### src/rtl/tetris_pkg.sv
// Shared encodings for the falling-piece datapath: move commands, board size
// and the move controller state encoding.
package tetris_pkg;

    typedef enum logic [2:0] {
        CMD_LEFT   = 3'd0,
        CMD_RIGHT  = 3'd1,
        CMD_DOWN   = 3'd2,
        CMD_ROTATE = 3'd3,
        CMD_DROP   = 3'd4
    } move_cmd_e;

    localparam int BOARD_W = 10;
    localparam int BOARD_H = 20;

    typedef enum logic [1:0] {
        ST_IDLE   = 2'd0,
        ST_CHECK  = 2'd1,
        ST_DECIDE = 2'd2
    } state_e;

endpackage

### src/rtl/piece_rotator.sv
// Clockwise rotation of a 4x4 row-major shape (index 0 is the top-left cell):
// new[4r+c] = old[4(3-c)+r].
module piece_rotator (
    input  logic [0:15] float_i,
    output logic [0:15] float_o
);

    always_comb begin
        float_o = '0;
        for (int r = 0; r < 4; r++) begin
            for (int c = 0; c < 4; c++) begin
                float_o[4*r+c] = float_i[4*(3-c)+r];
            end
        end
    end

endmodule

### src/rtl/piece_move_controller.sv
// Piece move controller: builds candidate positions for spawn/move commands,
// hands them to an external collision checker and commits or rejects them.
module piece_move_controller
    import tetris_pkg::*;
#(
    parameter int CHECK_LATENCY = 1,
    parameter int DROP_MAX      = 20
) (
    input  logic        clk,
    input  logic        rst_n,
    input  logic        spawn_valid,
    output logic        spawn_ready,
    input  logic [3:0]  spawn_x,
    input  logic [4:0]  spawn_y,
    input  logic [0:15] spawn_float,
    input  logic        move_valid,
    input  logic [2:0]  move_cmd,
    output logic        move_ready,
    output logic        move_done,
    output logic        move_ok,
    output logic        lock,
    output logic        game_over,
    output logic [3:0]  chk_x,
    output logic [4:0]  chk_y,
    output logic [0:15] chk_float,
    input  logic        chk_collision,
    output logic [3:0]  cur_x,
    output logic [4:0]  cur_y,
    output logic [0:15] cur_float,
    output logic        piece_active
);

    localparam int LAT_W  = (CHECK_LATENCY > 1) ? $clog2(CHECK_LATENCY) : 1;
    localparam int STEP_W = $clog2(DROP_MAX + 1);
    localparam logic [LAT_W-1:0]  LAT_LAST  = LAT_W'(CHECK_LATENCY - 1);
    localparam logic [LAT_W-1:0]  LAT_ONE   = LAT_W'(1);
    localparam logic [STEP_W-1:0] STEP_LAST = STEP_W'(DROP_MAX - 1);
    localparam logic [STEP_W-1:0] STEP_ONE  = STEP_W'(1);

    state_e             state_q, state_d;
    logic [2:0]         cmd_q, cmd_d;
    logic               spawn_q, spawn_d;
    logic [LAT_W-1:0]   lat_q, lat_d;
    logic [STEP_W-1:0]  steps_q, steps_d;
    logic [3:0]         cur_x_q, cur_x_d, chk_x_q, chk_x_d;
    logic [4:0]         cur_y_q, cur_y_d, chk_y_q, chk_y_d;
    logic [0:15]        cur_float_q, cur_float_d, chk_float_q, chk_float_d;
    logic               active_q, active_d, over_q, over_d;
    logic               done_q, done_d, ok_q, ok_d, lock_q, lock_d;
    logic               reject;
    logic [0:15]        rot_float;

    piece_rotator u_rot (
        .float_i (cur_float_q),
        .float_o (rot_float)
    );

    assign spawn_ready = (state_q == ST_IDLE) && !over_q;
    assign move_ready  = (state_q == ST_IDLE) && active_q && !over_q;

    always_comb begin
        state_d     = state_q;
        cmd_d       = cmd_q;
        spawn_d     = spawn_q;
        lat_d       = lat_q;
        steps_d     = steps_q;
        cur_x_d     = cur_x_q;
        cur_y_d     = cur_y_q;
        cur_float_d = cur_float_q;
        chk_x_d     = chk_x_q;
        chk_y_d     = chk_y_q;
        chk_float_d = chk_float_q;
        active_d    = active_q;
        over_d      = over_q;
        done_d      = 1'b0;
        ok_d        = 1'b0;
        lock_d      = 1'b0;
        reject      = 1'b0;
        unique case (state_q)
            ST_IDLE: begin
                if (spawn_valid && spawn_ready) begin
                    chk_x_d     = spawn_x;
                    chk_y_d     = spawn_y;
                    chk_float_d = spawn_float;
                    spawn_d     = 1'b1;
                    lat_d       = '0;
                    state_d     = ST_CHECK;
                end else if (move_valid && move_ready) begin
                    spawn_d     = 1'b0;
                    cmd_d       = move_cmd;
                    steps_d     = '0;
                    lat_d       = '0;
                    chk_x_d     = cur_x_q;
                    chk_y_d     = cur_y_q;
                    chk_float_d = cur_float_q;
                    state_d     = ST_CHECK;
                    case (move_cmd)
                        CMD_LEFT:   if (cur_x_q == 4'd0) reject = 1'b1;
                                    else chk_x_d = cur_x_q - 4'd1;
                        CMD_RIGHT:  chk_x_d = cur_x_q + 4'd1;
                        CMD_DOWN,
                        CMD_DROP:   if (cur_y_q == 5'd31) reject = 1'b1;
                                    else chk_y_d = cur_y_q + 5'd1;
                        CMD_ROTATE: chk_float_d = rot_float;
                        default:    reject = 1'b1;
                    endcase
                    // Local rejects complete next cycle without touching the checker.
                    if (reject) begin
                        chk_x_d     = chk_x_q;
                        chk_y_d     = chk_y_q;
                        chk_float_d = chk_float_q;
                        state_d     = ST_IDLE;
                        done_d      = 1'b1;
                    end
                end
            end
            ST_CHECK: begin
                if (lat_q == LAT_LAST) state_d = ST_DECIDE;
                else                   lat_d   = lat_q + LAT_ONE;
            end
            ST_DECIDE: begin
                state_d = ST_IDLE;
                lat_d   = '0;
                if (spawn_q) begin
                    if (chk_collision) begin
                        over_d   = 1'b1;
                        active_d = 1'b0;
                    end else begin
                        cur_x_d     = chk_x_q;
                        cur_y_d     = chk_y_q;
                        cur_float_d = chk_float_q;
                        active_d    = 1'b1;
                    end
                end else if (!chk_collision) begin
                    cur_x_d     = chk_x_q;
                    cur_y_d     = chk_y_q;
                    cur_float_d = chk_float_q;
                    if (cmd_q == CMD_DROP && steps_q != STEP_LAST) begin
                        steps_d = steps_q + STEP_ONE;
                        chk_y_d = chk_y_q + 5'd1;
                        state_d = ST_CHECK;
                    end else begin
                        done_d = 1'b1;
                        ok_d   = 1'b1;
                    end
                end else begin
                    done_d = 1'b1;
                    if (cmd_q == CMD_DOWN || cmd_q == CMD_DROP) begin
                        lock_d   = 1'b1;
                        active_d = 1'b0;
                        ok_d     = (cmd_q == CMD_DROP) && (steps_q != '0);
                    end
                end
            end
            default: state_d = ST_IDLE;
        endcase
    end

    always_ff @(posedge clk or negedge rst_n) begin
        if (!rst_n) begin
            state_q     <= ST_IDLE;
            cmd_q       <= '0;
            spawn_q     <= 1'b0;
            lat_q       <= '0;
            steps_q     <= '0;
            cur_x_q     <= '0;
            cur_y_q     <= '0;
            cur_float_q <= '0;
            chk_x_q     <= '0;
            chk_y_q     <= '0;
            chk_float_q <= '0;
            active_q    <= 1'b0;
            over_q      <= 1'b0;
            done_q      <= 1'b0;
            ok_q        <= 1'b0;
            lock_q      <= 1'b0;
        end else begin
            state_q     <= state_d;
            cmd_q       <= cmd_d;
            spawn_q     <= spawn_d;
            lat_q       <= lat_d;
            steps_q     <= steps_d;
            cur_x_q     <= cur_x_d;
            cur_y_q     <= cur_y_d;
            cur_float_q <= cur_float_d;
            chk_x_q     <= chk_x_d;
            chk_y_q     <= chk_y_d;
            chk_float_q <= chk_float_d;
            active_q    <= active_d;
            over_q      <= over_d;
            done_q      <= done_d;
            ok_q        <= ok_d;
            lock_q      <= lock_d;
        end
    end

    assign move_done    = done_q;
    assign move_ok      = ok_q;
    assign lock         = lock_q;
    assign game_over    = over_q;
    assign chk_x        = chk_x_q;
    assign chk_y        = chk_y_q;
    assign chk_float    = chk_float_q;
    assign cur_x        = cur_x_q;
    assign cur_y        = cur_y_q;
    assign cur_float    = cur_float_q;
    assign piece_active = active_q;

endmodule

### config.mk
export PLATFORM = sky130hd
export DESIGN_NAME = piece_move_controller
export DESIGN_NICKNAME = d
export VERILOG_FILES = /design/src/rtl/tetris_pkg.sv /design/src/rtl/piece_rotator.sv /design/src/rtl/piece_move_controller.sv
export SDC_FILE = /design/constraint.sdc
export NUM_CORES = 1
export LEC_CHECK = 0
export BUFFER_PORTS_ARGS = -buffer_cell sky130_fd_sc_hd__buf_2
export CORE_AREA = 2 2 83 85
export DETAILED_ROUTE_END_ITERATION = 6
export DIE_AREA = 0 0 85 87
export PLACE_DENSITY = 0.84
export REMOVE_ABC_BUFFERS = 1
export SLEW_MARGIN = 20
export SYNTH_ARGS = -nofsm -noshare
export SYNTH_HDL_FRONTEND = slang
export SYNTH_SLANG_ARGS = --single-unit
### constraint.sdc
create_clock -name clk -period 4.95 [get_ports clk]
set_input_delay 0.2475 -clock clk [delete_from_list [all_inputs] [get_ports clk]]
set_output_delay 0.2475 -clock clk [all_outputs]
set_load 0.01 [all_outputs]
# Word level (Yosys, flattened, before mapping)
# Cells that the tools add are included.
# W data, S select, Z words.
[op_classes] mul=0 shifts=0 n_eq_ne=19 addsub=6 div=0 order_cmp=0 mux=62 n_reduce_logical=30 bitwise_logic=2
[op_table] cell="$mux W5" count=13
[op_table] cell="$mux W16" count=4
[op_table] cell="$mux W1" count=31
[op_table] cell="$pmux W5 S2" count=2
[op_table] cell="$mux W4" count=4
[op_table] cell="$add A5 B1 Y5 const B" count=3
[op_table] cell="$ne A2 B2 Y1 const B" count=6
[op_table] cell="$reduce_and A3 Y1" count=4
[op_table] cell="$reduce_and A6 Y1" count=2
[op_table] cell="$eq A3 B2 Y1 const B" count=3
[op_table] cell="$pmux W4 S2" count=1
[op_table] cell="$reduce_and A2 Y1" count=4
[op_table] cell="$reduce_bool A2 Y1" count=4
[op_table] cell="$logic_and A1 B1 Y1" count=7
[op_table] cell="$eq A3 B3 Y1 const B" count=2
[op_table] cell="$mux W2" count=3
[op_table] cell="$pmux W1 S3" count=2
[op_table] cell="$pmux W2 S3" count=1
[op_table] cell="$eq A5 B5 Y1 const B" count=1
[op_table] cell="$ne A5 B5 Y1 const B" count=1
[op_table] cell="$reduce_bool A5 Y1" count=1
[op_table] cell="$add A4 B1 Y4 const B" count=1
[op_table] cell="$logic_not A4 Y1" count=1
[op_table] cell="$reduce_or A2 Y1" count=2
[op_table] cell="15 further kinds" count=16
[word_totals] memories=0 inputBits=33 latch_bits=0 ram_bits=0 word_cells=135 ff_bits=67 romBits=0

# Logic depth before layout (Yosys ltp)
[logic_depth] depth_word=11 depth_mapped=8 depth_no_buf=7

# Modules after synthesis
# A second synthesis with hierarchy kept.
[hier_totals] hier_cells=356 area_unflattened_um2=3756.1
[modules_own_cells] mod="piece_move_controller" seq_area_each_um2=1651.6 area_each_um2=3636.0 cells_each=340 n_inst=1
[modules_own_cells] mod="piece_rotator" seq_area_each_um2=0.0 area_each_um2=120.1 cells_each=16 n_inst=1

# Least setup slack after synthesis
# Ideal clock, no wire load.
[synth_timing] kind="register to register" start="reg cur_x_q[0] (netlist: cur_x[0])" end="reg chk_y_q[1] (netlist: chk_y[1])" t_required_ns=4.822 slack_ns=2.859 period_less_slack_ns=2.091 setup_time_ns=0.128 t_arrival_ns=1.964 path_stages_with_launch=8 path_cell_list="dfrtp_1 -> inv_1 -> ha_1 -> or3b_2 -> a21oi_1 -> and2_1 -> a21oi_4 -> mux2_1"
[synth_between] elab_chain_cells=8
[synth_lines] element="start, declared" line="piece_move_controller.sv:45" rtl="logic [3:0] cur_x_q, cur_x_d, chk_x_q, chk_x_d;"
[synth_lines] element="start signal, assigned" line="piece_move_controller.sv:183" rtl="cur_x_q <= cur_x_d;"
[synth_lines] element="$logic_not A4 Y1" line="piece_move_controller.sv:98" rtl="CMD_LEFT: if (cur_x_q == 4'd0) reject = 1'b1;"
[synth_lines] element="$mux W1" line="piece_move_controller.sv:98"
[synth_lines] element="$pmux W1 S3" line="piece_move_controller.sv:97" rtl="case (move_cmd)"
[synth_lines] element="$mux W1" line="piece_move_controller.sv:88" rtl="end else if (move_valid && move_ready) begin"
[synth_lines] element="$mux W1" line="piece_move_controller.sv:81" rtl="if (spawn_valid && spawn_ready) begin"
[synth_lines] element="$mux W1" line="piece_move_controller.sv:79" rtl="unique case (state_q)"
[synth_lines] element="$ne A3 B3 Y1 (no line)"
[synth_lines] element="$reduce_and A6 Y1 (no line)"
[synth_lines] element="end signal, assigned" line="piece_move_controller.sv:187" rtl="chk_y_q <= chk_y_d;"
[synth_lines] element="end, declared" line="piece_move_controller.sv:46" rtl="logic [4:0] cur_y_q, cur_y_d, chk_y_q, chk_y_d;"
# Every way passes these cells. The select of a mux whose other input is x is not followed.
# A chain may end at the register's enable or synchronous reset.

# Worst setup path after layout
[layout_timing] start="reg cur_x_q[0] (netlist: cur_x[0])" end="reg chk_x_q[1] (netlist: chk_x[1])"
[layout_between] elab_chain_cells=8 word_cells_on_any_way=15
[layout_lines] element="$logic_not A4 Y1" line="piece_move_controller.sv:98"
[layout_lines] element="$mux W1" line="piece_move_controller.sv:98"
[layout_lines] element="$pmux W1 S3" line="piece_move_controller.sv:97"
[layout_lines] element="$mux W1" line="piece_move_controller.sv:88"
[layout_lines] element="$mux W1" line="piece_move_controller.sv:81"
[layout_lines] element="$mux W1" line="piece_move_controller.sv:79"
[layout_lines] element="$ne A2 B2 Y1 (no line)"
[layout_lines] element="$reduce_and A3 Y1 (no line)"
[layout_lines] element="end signal, assigned" line="piece_move_controller.sv:186" rtl="chk_x_q <= chk_x_d;"
[layout_lines] element="end, declared" line="piece_move_controller.sv:45"
# Parallel ways exist; a longest one is shown, timed or not. The select of a mux whose other input is x is not followed.

==> results.sh <==
export IMPL_ys_warn_count=0
export IMPL_drive_gt1_share_pct=37.1
export IMPL_met3_usage_pct=5.78
export IMPL_cp_max_fo=21
export IMPL_post_cts_buffers=0
export IMPL_max_vdd_ir_drop_uv=420
export IMPL_gp_congestion=0.917
export IMPL_critPathKind="flip-flop to flip-flop"
export IMPL_combinationalPowerShare_pct=39.1
export IMPL_root_buffer="clkbuf_8"
export IMPL_grt_ovfl_total=0
export IMPL_synth_edf_count=0
export IMPL_pwr_share_seq_pct=42.0
export IMPL_antenna_found_initial=0
export IMPL_finalNetCount=473
export IMPL_cts_tree="built"
export IMPL_holdBufCountCts=0
export IMPL_setup_violations_final=0
export IMPL_worstSkewPairLatency_ps=330
export IMPL_multi_input_area_um2=1890
export IMPL_syn_inst=351
export IMPL_die_w_um=85
export IMPL_synthFlopType="dfrtp_1"
export IMPL_port_buffers=89
export IMPL_whs_ps=95.7
export IMPL_busiest_layer="met2"
export IMPL_syn_area_per_cell_um2=10.4
export IMPL_final_max_slew_viol_count=0
export IMPL_grt_max_degree=67
export IMPL_tns_ps=0
export IMPL_routed_wl_um=8410
export IMPL_dpl_cell_area_um2=4150
export IMPL_arrival_ps=2620
export IMPL_ys_ff_latch=66
export IMPL_dieArea_um2=7400
export IMPL_cts_path_max_buffers=2
export IMPL_critPathLaunchType="flip-flop"
export IMPL_synth_area_um2=3650
export IMPL_detail_route_antenna_nets=0
export IMPL_vias=3020
export IMPL_skew_ps=8.93
export IMPL_intPower_uw=1460
export IMPL_grt_pass1_vias=3005
export IMPL_syn2layout_area_growth_pct=18.9
export IMPL_place_ws_ps=2620
export IMPL_yosysSeqAreaShare_pct=45.2
export IMPL_maxCapViolCount=0
export IMPL_slowest_delay_ps=500
export IMPL_hpwl_um=5770
export IMPL_fin_crit_sh_pct=47.8
export IMPL_synthDistinctLibCells=53
export IMPL_endpoint_kind="flip-flop"
export IMPL_max_slew_margin_pct=46.1
export IMPL_grt_total_usage_pct=24.3
export IMPL_fmax_mhz=422
export IMPL_power_density_nw_per_um2=544
export IMPL_status="finished, final reports clean"
export IMPL_period_minus_slack_ps=2370
export IMPL_hold_class="primary input to asynchronous set/reset pin"
export IMPL_grt_use_met1_pct=32.7
export IMPL_cp_required_ps=5200
export IMPL_worst_slack_ps=2580
export IMPL_grtUsageMet2_pct=38.7
export IMPL_htree_levels=3
export IMPL_die_h_um=87
export IMPL_drc=0
export IMPL_rows=30
export IMPL_tightest_slew_ps=808
export IMPL_clkPwrFrac_pct=18.9
export IMPL_coreArea_um2=6570
export IMPL_cts_resized=0
export IMPL_start_util_pct=55.6
export IMPL_drt_iter0_drc=179
export IMPL_clk_pin_slew_ps=70
export IMPL_num_fill_cells=515
export IMPL_rsz0062_at_grt="no"
export IMPL_seqCellArea_um2=1650
export IMPL_diodes=0
export IMPL_drtPass1Iterations=4
export IMPL_r2r_slack_ps=2580
export IMPL_grt_pass1_wl_um=14400
export IMPL_ios=90
export IMPL_wl_per_cell_um=16.2
export IMPL_p_sw_uw=907
export IMPL_hold_violations=0
export IMPL_crit_chain="inv_1 > ha_1 > or3b_2 > a21oi_1 > a21oi_2 > buf_4 > and3_1 > nor3_1"
export IMPL_netSwitchingFraction_pct=38.4
export IMPL_p_leak_uw=0.00194
export IMPL_finish_utilization_pct=66.1
export IMPL_slowest_stage="or3b_2"
export IMPL_final_area_um2=4340
export IMPL_clock_sinks=66
export IMPL_cts_made_buffers=9
export IMPL_viasPerCell=5.82
export IMPL_async_flop_share_pct=100
==> worst paths after layout <==
path / cells past startpoint / end / startpoint
worst min-delay path: 2 / cur_y[2]$_DFFE_PN0P_ / rst_n
worst min register to register: 1 / lock$_DFF_PN0_ / cmd_q[0]$_DFFE_PN0P_
max in group asynchronous: 2 / chk_x[2]$_DFFE_PN0P_ / rst_n
worst max-delay path: 8 / chk_x[1]$_DFFE_PN0P_ / cur_x[0]$_DFFE_PN0P_
worst max register to register: 8 / chk_x[1]$_DFFE_PN0P_ / cur_x[0]$_DFFE_PN0P_
min in group clk: 3 / chk_x[3]$_DFFE_PN0P_ / spawn_x[3]
==> cell type report <==
| cell class | instances | share of cell area, % |
|---|---|---|
| clock buffer | 12 | 3.34 |
| clock inverter | 4 | 1.18 |
| inverter | 7 | 0.605 |
| multi-input combinational | 257 | 43.6 |
| sequential | 66 | 38.0 |
| tap | 80 | 2.30 |
| timing repair buffer | 93 | 10.9 |
==> cells in the mapped netlist, types with 4 or more instances <==
library cell	instances	area (um^2)
nor2_1	8	30.0
a21oi_1	14	70.1
or3_1	4	25.0
nand3_1	6	30.0
nor2b_1	6	37.5
inv_1	6	22.5
nor4_1	4	25.0
a31oi_1	7	43.8
o21ai_0	35	175
nor4b_1	4	35.0
nand2_1	36	135
ha_1	6	75.1
nand2b_1	7	43.8
nor3_1	10	50.1
dfrtp_1	66	1650
mux2_2	42	473
clkbuf_1	13	48.8
mux2i_1	22	220
buf_2	4	20.0
==> cell usage in the layout (no fill, tap or decap), types with 2 or more instances in the layout <==
cell and count:
nand3_1 6, o21ai_0 35, or3_1 4, xnor2_1 3, ha_1 6, buf_2 89, and2_1 2, clkbuf_8 10
dfrtp_1 66, buf_4 4, clkbuf_1 2, a31oi_1 7, o221ai_1 2, nand2b_1 7, o211ai_1 3, nor2b_1 6
inv_1 6, nor4b_1 4, nand2_1 36, nor3b_1 2, mux2i_1 22, nand4_1 2, nor2_1 8, a21oi_1 13
nor3_1 10, mux2_2 42, nand3b_1 2, nor4_1 4, a32o_1 3, and3_1 2, xor2_1 2, o31ai_1 3
==> power groups by stage <==
stage / logic (uW) / registers, uW / clock network, uW
floorplan: 512 / 1030 / 0
global placement: 898 / 983 / 0
detailed placement: 921 / 997 / 0
CTS: 928 / 988 / 460
global route: 1030 / 1030 / 486
finish: 923 / 993 / 447
==> flip-flops by register name, summed over array words and instances (netlist names) <==
name	cells
piece_active	1
lock	1
game_over	1
state_q	2
move_ok	1
cur_x	4
move_done	1
chk_y	5
steps_q	5
chk_x	4
cur_float	16
spawn_q	1
cmd_q	3
cur_y	5
chk_float	16
==> worst max-delay path, delay by kind of cell, from the launching register on <==
kind / cells / cell delay [ps]
simple gates: 3 / 880
compound gates: 2 / 360
buf+inv: 2 / 370
fa+ha+maj: 1 / 230
flops: 1 / 450
==> layer usage <==
layer  wire, um  up-vias
met2       3850      125
li1           -     1455
met3        691       12
met1       3720     1428
met4        161        0
met5          0        -
==> kinds of logic after synthesis <==
group                    count (synthesis)  synth area share (%)
flip-flops                              66                  45.2
buffers and inverters                   28                  3.32
adder cells (fa/ha/maj)                  6                  2.05
AO/OA/AOI/OAI                           75                  12.5
AND/OR/NAND/NOR                        106                  16.4
XOR/XNOR                                 5                  1.20
multiplexers                            65                  19.3
==> stage by stage <==
stage / instances / total power (uW)
after global placement: 503 / 1880
after CTS: 519 / 2380
after detailed placement: 503 / 1920
final: 519 / 2360
after global routing: 519 / 2540
after floorplan: 330 / 1540
Power figures use the tool's default switching activity.
